[src/rtl/ctrl_sequencer.sv]
// rtl/ctrl_sequencer.sv - one-state-per-clock microsequencer for the three-bus CPU datapath
// Define CTRL_SEQ_MEMWAIT_EN to hold F1, ld T6 and st T7 until mem_ready.
module ctrl_sequencer #(
  parameter int MUL_CYCLES = 1
) (
  input  logic        clock,
  input  logic        reset,
  input  logic        stop,
  input  logic [31:0] IRdata,
  input  logic        con_ff,
  input  logic        mem_ready,
  output logic        run,
  output logic        clear,
  output logic [26:0] ctrl,
  output logic [4:0]  alu_opcode
);

  localparam int PC_OUT = 0, MAR_IN = 1, INC_PC = 2, Z_IN = 3, ZLOW_OUT = 4, ZHIGH_OUT = 5;
  localparam int PC_IN = 6, READ = 7, WRITE = 8, MDR_IN = 9, MDR_OUT = 10, IR_IN = 11;
  localparam int GRA = 12, GRB = 13, GRC = 14, R_IN = 15, R_OUT = 16, BA_OUT = 17, C_OUT = 18;
  localparam int Y_IN = 19, HI_IN = 20, LO_IN = 21, HI_OUT = 22, LO_OUT = 23, CONN_IN = 24;
  localparam int INPORT_OUT = 25, OUTPORT_IN = 26;

  localparam logic [4:0] OP_LD = 5'd0, OP_LDI = 5'd1, OP_ST = 5'd2, OP_ADD = 5'd3, OP_SUB = 5'd4;
  localparam logic [4:0] OP_AND = 5'd5, OP_OR = 5'd6, OP_SHR = 5'd7, OP_SHL = 5'd9, OP_ROR = 5'd10;
  localparam logic [4:0] OP_ROL = 5'd11, OP_ADDI = 5'd12, OP_ANDI = 5'd13, OP_ORI = 5'd14;
  localparam logic [4:0] OP_MUL = 5'd15, OP_DIV = 5'd16, OP_NEG = 5'd17, OP_NOT = 5'd18;
  localparam logic [4:0] OP_BR = 5'd19, OP_JR = 5'd20, OP_JAL = 5'd21, OP_IN = 5'd22;
  localparam logic [4:0] OP_OUT = 5'd23, OP_MFHI = 5'd24, OP_MFLO = 5'd25, OP_HALT = 5'd27;

  localparam logic [4:0] ALU_ADD = 5'd1;
  localparam logic [3:0] CNT_LAST = 4'(MUL_CYCLES - 1);

  typedef enum logic [3:0] {
    S_RESET, S_F0, S_F1, S_F2, S_T3, S_T4, S_T5, S_T6, S_T7, S_HALT
  } state_t;

  state_t      state, next_state, last_step;
  logic [3:0]  mul_cnt;
  logic [4:0]  op;
  logic        is_muldiv, mul_hold, mem_hold, mem_wait;
  logic        unused_ir;

  assign op        = IRdata[31:27];
  assign unused_ir = ^IRdata[26:0];
  assign is_muldiv = (op == OP_MUL) || (op == OP_DIV);

`ifdef CTRL_SEQ_MEMWAIT_EN
  assign mem_wait = !mem_ready;
`else
  logic unused_mem_ready;
  assign unused_mem_ready = mem_ready;
  assign mem_wait = 1'b0;
`endif

  function automatic logic [4:0] alu_for(input logic [4:0] o);
    case (o)
      OP_ADD, OP_ADDI: alu_for = 5'd1;
      OP_SUB:          alu_for = 5'd2;
      OP_MUL:          alu_for = 5'd3;
      OP_DIV:          alu_for = 5'd4;
      OP_SHR:          alu_for = 5'd5;
      OP_SHL:          alu_for = 5'd6;
      OP_ROR:          alu_for = 5'd8;
      OP_ROL:          alu_for = 5'd9;
      OP_AND, OP_ANDI: alu_for = 5'd10;
      OP_OR, OP_ORI:   alu_for = 5'd11;
      OP_NEG:          alu_for = 5'd12;
      OP_NOT:          alu_for = 5'd15;
      default:         alu_for = 5'd0;
    endcase
  endfunction

  always_comb begin
    last_step = S_T3;
    case (op)
      OP_ADD, OP_SUB, OP_AND, OP_OR, OP_SHR, OP_SHL, OP_ROR, OP_ROL,
      OP_ADDI, OP_ANDI, OP_ORI, OP_LDI: last_step = S_T5;
      OP_NEG, OP_NOT, OP_JAL:           last_step = S_T4;
      OP_MUL, OP_DIV, OP_BR:            last_step = S_T6;
      OP_LD, OP_ST:                     last_step = S_T7;
      default:                          last_step = S_T3;
    endcase
  end

  assign mul_hold = (state == S_T4) && is_muldiv && (mul_cnt != CNT_LAST);
  assign mem_hold = mem_wait && ((state == S_F1) ||
                                 (state == S_T6 && op == OP_LD) ||
                                 (state == S_T7 && op == OP_ST));

  always_ff @(posedge clock) begin
    if (reset) begin
      state   <= S_RESET;
      mul_cnt <= 4'd0;
    end else begin
      state   <= next_state;
      mul_cnt <= mul_hold ? mul_cnt + 4'd1 : 4'd0;
    end
  end

  always_comb begin
    next_state = state;
    case (state)
      S_RESET: next_state = S_F0;
      S_F0:    next_state = S_F1;
      S_F1:    next_state = mem_hold ? S_F1 : S_F2;
      S_F2:    next_state = S_T3;
      S_HALT:  next_state = S_HALT;
      S_T3, S_T4, S_T5, S_T6, S_T7: begin
        if (mul_hold || mem_hold)
          next_state = state;
        else if (state == S_T3 && op == OP_HALT)
          next_state = S_HALT;
        // T7 always completes so a changed IR can never strand the sequencer
        else if (state == last_step || state == S_T7)
          next_state = stop ? S_HALT : S_F0;
        else if (state == S_T3)
          next_state = S_T4;
        else if (state == S_T4)
          next_state = S_T5;
        else if (state == S_T5)
          next_state = S_T6;
        else
          next_state = S_T7;
      end
      default: next_state = S_RESET;
    endcase
    if (reset)
      next_state = S_RESET;
  end

  always_comb begin
    ctrl       = '0;
    alu_opcode = 5'd0;
    run        = (state != S_HALT) && (state != S_RESET);
    clear      = (state == S_RESET);
    case (state)
      S_F0: begin
        ctrl[PC_OUT] = 1'b1; ctrl[MAR_IN] = 1'b1; ctrl[INC_PC] = 1'b1; ctrl[Z_IN] = 1'b1;
      end
      S_F1: begin
        ctrl[ZLOW_OUT] = 1'b1; ctrl[PC_IN] = 1'b1; ctrl[READ] = 1'b1; ctrl[MDR_IN] = 1'b1;
      end
      S_F2: begin
        ctrl[MDR_OUT] = 1'b1; ctrl[IR_IN] = 1'b1;
      end
      S_T3: begin
        case (op)
          OP_ADD, OP_SUB, OP_AND, OP_OR, OP_SHR, OP_SHL, OP_ROR, OP_ROL,
          OP_ADDI, OP_ANDI, OP_ORI: begin
            ctrl[GRB] = 1'b1; ctrl[R_OUT] = 1'b1; ctrl[Y_IN] = 1'b1;
          end
          OP_NEG, OP_NOT: begin
            ctrl[GRB] = 1'b1; ctrl[R_OUT] = 1'b1; ctrl[Z_IN] = 1'b1; alu_opcode = alu_for(op);
          end
          OP_MUL, OP_DIV: begin
            ctrl[GRA] = 1'b1; ctrl[R_OUT] = 1'b1; ctrl[Y_IN] = 1'b1;
          end
          OP_LD, OP_LDI, OP_ST: begin
            ctrl[GRB] = 1'b1; ctrl[BA_OUT] = 1'b1; ctrl[Y_IN] = 1'b1;
          end
          OP_BR:   begin ctrl[GRA] = 1'b1; ctrl[R_OUT] = 1'b1; ctrl[CONN_IN] = 1'b1; end
          OP_JR:   begin ctrl[GRA] = 1'b1; ctrl[R_OUT] = 1'b1; ctrl[PC_IN] = 1'b1; end
          OP_JAL:  begin ctrl[PC_OUT] = 1'b1; ctrl[GRB] = 1'b1; ctrl[R_IN] = 1'b1; end
          OP_MFHI: begin ctrl[HI_OUT] = 1'b1; ctrl[GRA] = 1'b1; ctrl[R_IN] = 1'b1; end
          OP_MFLO: begin ctrl[LO_OUT] = 1'b1; ctrl[GRA] = 1'b1; ctrl[R_IN] = 1'b1; end
          OP_IN:   begin ctrl[INPORT_OUT] = 1'b1; ctrl[GRA] = 1'b1; ctrl[R_IN] = 1'b1; end
          OP_OUT:  begin ctrl[GRA] = 1'b1; ctrl[R_OUT] = 1'b1; ctrl[OUTPORT_IN] = 1'b1; end
          default: ;
        endcase
      end
      S_T4: begin
        case (op)
          OP_ADD, OP_SUB, OP_AND, OP_OR, OP_SHR, OP_SHL, OP_ROR, OP_ROL: begin
            ctrl[GRC] = 1'b1; ctrl[R_OUT] = 1'b1; ctrl[Z_IN] = 1'b1; alu_opcode = alu_for(op);
          end
          OP_NEG, OP_NOT: begin
            ctrl[ZLOW_OUT] = 1'b1; ctrl[GRA] = 1'b1; ctrl[R_IN] = 1'b1;
          end
          OP_ADDI, OP_ANDI, OP_ORI: begin
            ctrl[C_OUT] = 1'b1; ctrl[Z_IN] = 1'b1; alu_opcode = alu_for(op);
          end
          OP_MUL, OP_DIV: begin
            ctrl[GRB] = 1'b1; ctrl[R_OUT] = 1'b1; ctrl[Z_IN] = 1'b1; alu_opcode = alu_for(op);
          end
          OP_LD, OP_LDI, OP_ST: begin
            ctrl[C_OUT] = 1'b1; ctrl[Z_IN] = 1'b1; alu_opcode = ALU_ADD;
          end
          OP_BR:  begin ctrl[PC_OUT] = 1'b1; ctrl[Y_IN] = 1'b1; end
          OP_JAL: begin ctrl[GRA] = 1'b1; ctrl[R_OUT] = 1'b1; ctrl[PC_IN] = 1'b1; end
          default: ;
        endcase
      end
      S_T5: begin
        case (op)
          OP_ADD, OP_SUB, OP_AND, OP_OR, OP_SHR, OP_SHL, OP_ROR, OP_ROL,
          OP_ADDI, OP_ANDI, OP_ORI, OP_LDI: begin
            ctrl[ZLOW_OUT] = 1'b1; ctrl[GRA] = 1'b1; ctrl[R_IN] = 1'b1;
          end
          OP_MUL, OP_DIV: begin ctrl[ZLOW_OUT] = 1'b1; ctrl[LO_IN] = 1'b1; end
          OP_LD, OP_ST:   begin ctrl[ZLOW_OUT] = 1'b1; ctrl[MAR_IN] = 1'b1; end
          OP_BR: begin ctrl[C_OUT] = 1'b1; ctrl[Z_IN] = 1'b1; alu_opcode = ALU_ADD; end
          default: ;
        endcase
      end
      S_T6: begin
        case (op)
          OP_MUL, OP_DIV: begin ctrl[ZHIGH_OUT] = 1'b1; ctrl[HI_IN] = 1'b1; end
          OP_LD: begin ctrl[READ] = 1'b1; ctrl[MDR_IN] = 1'b1; end
          OP_ST: begin ctrl[GRA] = 1'b1; ctrl[R_OUT] = 1'b1; ctrl[MDR_IN] = 1'b1; end
          OP_BR: begin ctrl[ZLOW_OUT] = con_ff; ctrl[PC_IN] = con_ff; end
          default: ;
        endcase
      end
      S_T7: begin
        case (op)
          OP_LD: begin ctrl[MDR_OUT] = 1'b1; ctrl[GRA] = 1'b1; ctrl[R_IN] = 1'b1; end
          OP_ST: ctrl[WRITE] = 1'b1;
          default: ;
        endcase
      end
      default: ;
    endcase
  end

endmodule

[config.mk]
export PLATFORM = sky130hd
export DESIGN_NAME = ctrl_sequencer
export DESIGN_NICKNAME = d
export VERILOG_FILES = /design/src/rtl/ctrl_sequencer.sv
export SDC_FILE = /design/constraint.sdc
export NUM_CORES = 1
export LEC_CHECK = 0
export CAP_MARGIN = 20
export CORE_AREA = 4 4 75 77
export DETAILED_ROUTE_END_ITERATION = 12
export DIE_AREA = 0 0 79 81
export PLACE_DENSITY = 0.61
export SYNTH_ARGS = -nofsm -noshare
export SYNTH_HDL_FRONTEND = slang
export SYNTH_SLANG_ARGS = --single-unit
[constraint.sdc]
create_clock -name clock -period 4.2 [get_ports clock]
set_input_delay 0.42 -clock clock [delete_from_list [all_inputs] [get_ports clock]]
set_output_delay 0.42 -clock clock [all_outputs]
set_load 0.05 [all_outputs]
# After elaboration in Yosys (flattened, before gate mapping)
# Memory sizes are Yosys's and may differ from the RTL's.
# Index checks and enable logic that the tools add are counted.
[classes] add_sub_neg=1 n_mul=0 div=0 magnitude_cmp=0 n_eq_ne=37 shifts=0 n_mux=58 bitwise_logic=1 reduce_logical=27
[ops] operator="$eq A5 B5 Y1 const B" n=11
[ops] operator="$eq A5 B4 Y1 const B" n=7
[ops] operator="$mux W1" n=32
[ops] operator="$mux W4" n=7
[ops] operator="$pmux W4 S6" n=1
[ops] operator="$eq A5 B3 Y1 const B" n=4
[ops] operator="$pmux W5 S4" n=1
[ops] operator="$reduce_or A18 Y1" n=1
[ops] operator="$reduce_or A17 Y1" n=1
[ops] operator="$eq A4 B3 Y1 const B" n=4
[ops] operator="$pmux W1 S4" n=4
[ops] operator="$reduce_or A16 Y1" n=1
[ops] operator="$reduce_or A8 Y1" n=2
[ops] operator="$pmux W5 S3" n=1
[ops] operator="$pmux W1 S2" n=7
[ops] operator="$reduce_or A12 Y1" n=1
[ops] operator="$reduce_or A11 Y1" n=1
[ops] operator="$eq A5 B2 Y1 const B" n=2
[ops] operator="$mux W5" n=2
[ops] operator="$reduce_or A3 Y1" n=3
[ops] operator="$eq A4 B2 Y1 const B" n=2
[ops] operator="$eq A4 B4 Y1 const B" n=2
[ops] operator="$reduce_bool A4 Y1" n=2
[ops] operator="$reduce_or A2 Y1" n=4
[ops] operator="other kinds (16)" n=21
[totals] regBits=8 latchBits=0 ram_bits=0 romBits=640 in_bits=37 out_inout_bits=34 word_cells=131 memories=5
[mem_list] memory="(no name shown)" words=32 width=4 read_ports=1 rd_clocked_by_memory_dff=0 wr=0 line_no="57" source="case (o)"
[mem_list] memory="(no name shown)" words=32 width=4 read_ports=1 rd_clocked_by_memory_dff=0 wr=0 line_no="57"
[mem_list] memory="(no name shown)" words=32 width=4 read_ports=1 rd_clocked_by_memory_dff=0 wr=0 line_no="57"
[mem_list] memory="(no name shown)" words=32 width=4 read_ports=1 rd_clocked_by_memory_dff=0 wr=0 line_no="57"
[mem_list] memory="(no name shown)" words=32 width=4 read_ports=1 rd_clocked_by_memory_dff=0 wr=0 line_no="76" source="case (op)"

# Depth between registers and ports, before layout
[depth] ltp_word=8 depth_mapped=9 mapped_depth_nobuf=8

# Worst setup path before layout
# Ideal clock, no wire load.
[synth_timing] path_type="in2out" startpoint="input port IRdata[28]" endpoint="output port alu_opcode[1]" arrival_time_ns=3.846 required_ns=3.780 path_slack_ns=-0.066 cell_stages=7 path_buffers=1 cell_sequence="inv_1 ha_1 clkbuf_1 nor2_1 a21oi_1 o211ai_1 a2111oi_0"
[synth_between] elab_chain_len=4 word_cells_on_any_way=30 classes_between="eq/ne: 17; mux: 3; reduce/logical: 6; memory: 4"
[synth_rtl] element="start, declared" line_no="9" source="input logic [31:0] IRdata,"
[synth_rtl] element="branches (longest 3 deep; another with $mem_v2 Z32 W4)"
[synth_rtl] element="$pmux W5 S3 *" line_no="137" source="case (state)"
[synth_rtl] element="end, declared" line_no="15" source="output logic [4:0] alu_opcode"
# Mark *: on every way between the ends.

# Worst setup path after layout
[layout_timing] startpoint="input port IRdata[27]" endpoint="output port ctrl[16]"
[layout_between] elab_chain_len=4 word_cells_on_any_way=26 classes_between="eq/ne: 20; mux: 4; reduce/logical: 2"
[layout_rtl] element="$eq A5 B4 Y1 (tied with other cells)" line_no="148, 173"
[layout_rtl] element="$reduce_or A18 Y1 (no line) / $reduce_or A11 Y1 (equally long branches)"
[layout_rtl] element="$mux W1 (on tied branches)" line_no="148, 173"
[layout_rtl] element="$pmux W1 S3 *" line_no="137"
[layout_rtl] element="end, declared" line_no="14" source="output logic [26:0] ctrl,"
# Mark *: on every way between the ends. The rest lies on a longest branch, timed or not.

==> impl_results.md <==
- Number of top-level pins: 71
- Path category of the worst min-delay check: flip-flop to flip-flop
- Router iterations before antenna repair: 5
- Multiplexer area fraction after synthesis: 0%
- Gpl congestion: roughly 0.9
- CP Data Required Time: approximately 3.8 ns
- Leading post-synthesis cells by cell area: sky130_fd_sc_hd__dfxtp_1, sky130_fd_sc_hd__nor2_1, sky130_fd_sc_hd__a21oi_1, sky130_fd_sc_hd__ha_1, sky130_fd_sc_hd__nand2_1
- Result of the run: completed
- Minimum period implied by the final worst setup slack: 3.830 ns
- Number of flip-flops and latches in the synthesized netlist: 8
- Top_reg_cell synth: sky130_fd_sc_hd__dfxtp_1
- Met3 usage in global routing: 2.217%
- Setup total negative slack: 0 ns
- Most instantiated cells after synthesis: sky130_fd_sc_hd__nor2_1, sky130_fd_sc_hd__a21oi_1, sky130_fd_sc_hd__nand2_1, sky130_fd_sc_hd__clkbuf_1, sky130_fd_sc_hd__nor3_1
- Highest clock rate: ~0.26 GHz
- Worst clock skew on the final layout: between 0.0015 and 0.002 ns
- Reg-to-reg setup timing slack: 2.01 ns
- Async SR Flop Fraction: 0%
- Die outline area: 0.006399 mm^2
- Power share of the clock group: between 15 and 20%
- Xor/xnor cell area share of the yosys netlist: around 2.4%
- Number of remaining DRC errors: 0
- Fraction of power consumed by combinational cells: between 60% and 70%
- Clock Latency Late Sink: 0.22 ns
- Clock tree from TritonCTS: done
- Launching element type of the critical path: primary input
- Critical path's largest stage delay: between 0.7 and 0.8 ns
- Number of instances in the synthesized netlist: approximately 230
- Relative slew slack: 65.94%
- Unique cell type count in the Yosys netlist: 61
- Number of standard cells in the final layout excluding fillers: ~320
- Leakage power of the design: approximately 0.00068 uW
- Largest net degree at the start of global routing: 26
- Std-Cell Core Area: 0.005010 mm^2
- Worst-case hold slack: ~0.47 ns
- Fraction of met1 tracks used by global routing: between 15 and 20%
- Switching fraction of total power: roughly 50%
- # Post-CTS Setup Buffers: 0
- Setup violators final: 0
- Post-synthesis to final-layout area growth: 32.30%
- Post-placement cell count: ~320
- Cell type with the largest total area after synthesis: sky130_fd_sc_hd__dfxtp_1
- Cells along the critical path: clkdlybuf4s50_1 > inv_1 > ha_1 > or3_1 > o21ai_1 > a21oi_1 > nand2_1 > a21oi_1 > or3_1 > clkdlybuf4s50_1
- Number of hold violations in the final report: 0
- Clock root buffer: sky130_fd_sc_hd__clkbuf_8
- Overflow left after global routing: 0
- EDFF count, synth: 0
- Net load switching power: 254.3 uW
- Kind of critical path: primary input to primary output
- Count of nets after finishing: 298
- Average cell area after synthesis: between 6 and 7 um^2
- Average detailed-routed wire length per instance: between 10 and 15 um
- Detailed Place HPWL: 3.592 mm
- Number of antenna violations at the first check in global routing: 0
- Die Span Y: between 80 and 90 um
- Via-per-instance ratio: roughly 5.6
- I/O Buffers: just over 40
- Total wire length: 4.709 mm
- Initial standard-cell utilization of the core: between 20 and 30%
- Seq pwr share: between 20% and 30%
- Area after DPL: roughly 0.0019 mm^2
- Fraction of the mapped netlist area in adder cells: around 6.0%
- Net Count, Synth: between 200 and 300
- Global routing met2 resource utilization: 22.81%
- Post-cts repair resize count: 0
- Inserted Clock Buffers: 3
- Top Usage Layer GRT: met2
- Number of DRC markers in iteration 0: 273
- Cell type of the slowest stage on the worst timing path: sky130_fd_sc_hd__clkdlybuf4s50_1
- Slew at the pin closest to its max-slew limit: 0.5093 ns
- Portion of the clock cycle consumed by the worst path in the final layout: roughly nine tenths
- Number of max-cap violations: 0
- Dominant combinational cell family by area after synthesis: simple AND/OR/NAND/NOR gates
- Maximum fanout encountered on the critical timing path: 9
- Setup repair after global routing missed its margin: no
- Global-route wire length before repair: approximately 7.5 mm
- Compound-gate portion of the synthesized area: about a third
- Number of antenna diodes: 0
- Share of final-layout standard cells stronger than drive strength 1: under 10%
- Utilization after layout: between 30% and 40%
- Htree depth: 1
- Number of clock sinks: 8
- Fin. max-slew vios: 0
- Layout filler cell count: 560
- Vias in the first global route: 1576
- Worst EP arrival: 3.41 ns
- Longest Clk Path Bufs: 2
- Cell area after synthesis: roughly 0.0014 mm^2
- Final instance area: between 0.0015 and 0.002 mm^2
- Basic-gate share of the synthesized area counting and, or, nand and nor cells: 36.70%
- Total power density per cell area: approximately 260 mW/mm^2
- GRT Util Overall: around 14%
- VDD IR max: 0.1981 mV
- Register area share after synthesis: 11.05%
- Remaining antenna violation count: 0
- CTS clock-pin slew for the worst setup and hold paths: approximately 0.04 ns
- DR vias: between 1.5k and 2k
- Rows: 26
- Yosys warns: 0
- Internal power consumption: about 250 uW
- Most frequently used cell type in the post-synthesis netlist: sky130_fd_sc_hd__nor2_1
- Cts-stage hold buffer count: 0
- Top-area cell type share of the netlist area: 11.05%
- Element type at the critical path end: primary output
- Die width: 79 um
==> cells in the final DEF, fill, tap and decap left out, types with 2 or more instances in the layout <==
cell and instances:
sky130_fd_sc_hd__clkbuf_8 3, sky130_fd_sc_hd__nand2_1 16, sky130_fd_sc_hd__a21o_1 4, sky130_fd_sc_hd__a21oi_1 18, sky130_fd_sc_hd__xnor2_1 2, sky130_fd_sc_hd__clkdlybuf4s50_1 39
sky130_fd_sc_hd__a32oi_1 2, sky130_fd_sc_hd__a2111oi_1 2, sky130_fd_sc_hd__o31a_1 2, sky130_fd_sc_hd__o21ai_0 8, sky130_fd_sc_hd__nor4_1 2, sky130_fd_sc_hd__nor2_1 35
sky130_fd_sc_hd__nand3_1 3, sky130_fd_sc_hd__or2_1 3, sky130_fd_sc_hd__nor3_1 11, sky130_fd_sc_hd__dfxtp_1 8, sky130_fd_sc_hd__a31oi_1 4, sky130_fd_sc_hd__o21a_1 2
sky130_fd_sc_hd__o21ai_1 5, sky130_fd_sc_hd__a22oi_1 2, sky130_fd_sc_hd__o22ai_1 4, sky130_fd_sc_hd__inv_2 2, sky130_fd_sc_hd__ha_1 7, sky130_fd_sc_hd__xor2_1 2
sky130_fd_sc_hd__buf_4 8, sky130_fd_sc_hd__or3_1 4, sky130_fd_sc_hd__and3_1 3, sky130_fd_sc_hd__o211ai_1 4, sky130_fd_sc_hd__nor2b_1 6, sky130_fd_sc_hd__nand2b_1 6
sky130_fd_sc_hd__or4_1 3, sky130_fd_sc_hd__inv_1 6
==> state kept, by name, indices dropped and copies added (netlist names) <==
name,flops
mul_cnt,4
state,4
==> through the flow <==
stage          setup slack (ns)  power [uW]
2_1_floorplan            0.6222       326.4
3_5_place_dp             0.3855       415.1
4_1_cts                  0.3834       507.7
5_1_grt                  0.1737       537.2
3_3_place_gp             0.3745       415.7
6_report                 0.3698       505.8
==> metal layers <==
| metal | routed length, um | part of all wire, % |
|---|---|---|
| met3 | 410 | 8.7 |
| met5 | 0 | 0 |
| met4 | 15 | 0.32 |
| met1 | 2131 | 45 |
| met2 | 2151 | 46 |
==> power groups by stage <==
stage	combinational (uW)	clock [uW]	sequential, uW
4_1_cts	313	91.6	103
5_1_grt	333	98.6	106
6_report	314	88.9	103
2_1_floorplan	239	0	87.7
3_3_place_gp	312	0	104
3_5_place_dp	312	0	103
==> layout make-up <==
| class | instances | area, um^2 | area share [%] |
|---|---|---|---|
| well taps | 70 | 87.58 | 4.569 |
| multi-input cells | 186 | 1147 | 59.86 |
| inverters | 8 | 30.03 | 1.567 |
| flip-flops and latches | 8 | 160.2 | 8.355 |
| repair buffers | 47 | 450.4 | 23.50 |
| clock buffers | 3 | 41.29 | 2.154 |
==> final timing paths <==
kind / endpoint / startpoint / cells after the start
max: ctrl[16] / IRdata[27] / 10
min: mul_cnt[0] / mul_cnt[0] / 1
max reg2reg: state[3] / state[2] / 6
min reg2reg: mul_cnt[0] / mul_cnt[0] / 1
==> critical path: cells and delay by family <==
family,cells,cell delay [ns]
AO/OA/AOI/OAI,3,0.29
adder cells (fa/ha/maj),1,0.33
buffers and inverters,3,1.51
AND/OR/NAND/NOR,3,0.85
==> kinds of logic after synthesis <==
group | Yosys count
buffers and inverters | 31
flip-flops | 8
adder cells (fa/ha/maj) | 7
other | 1
XOR/XNOR | 4
AND/OR/NAND/NOR | 103
AO/OA/AOI/OAI | 71
(Power assumes the default switching activity.)
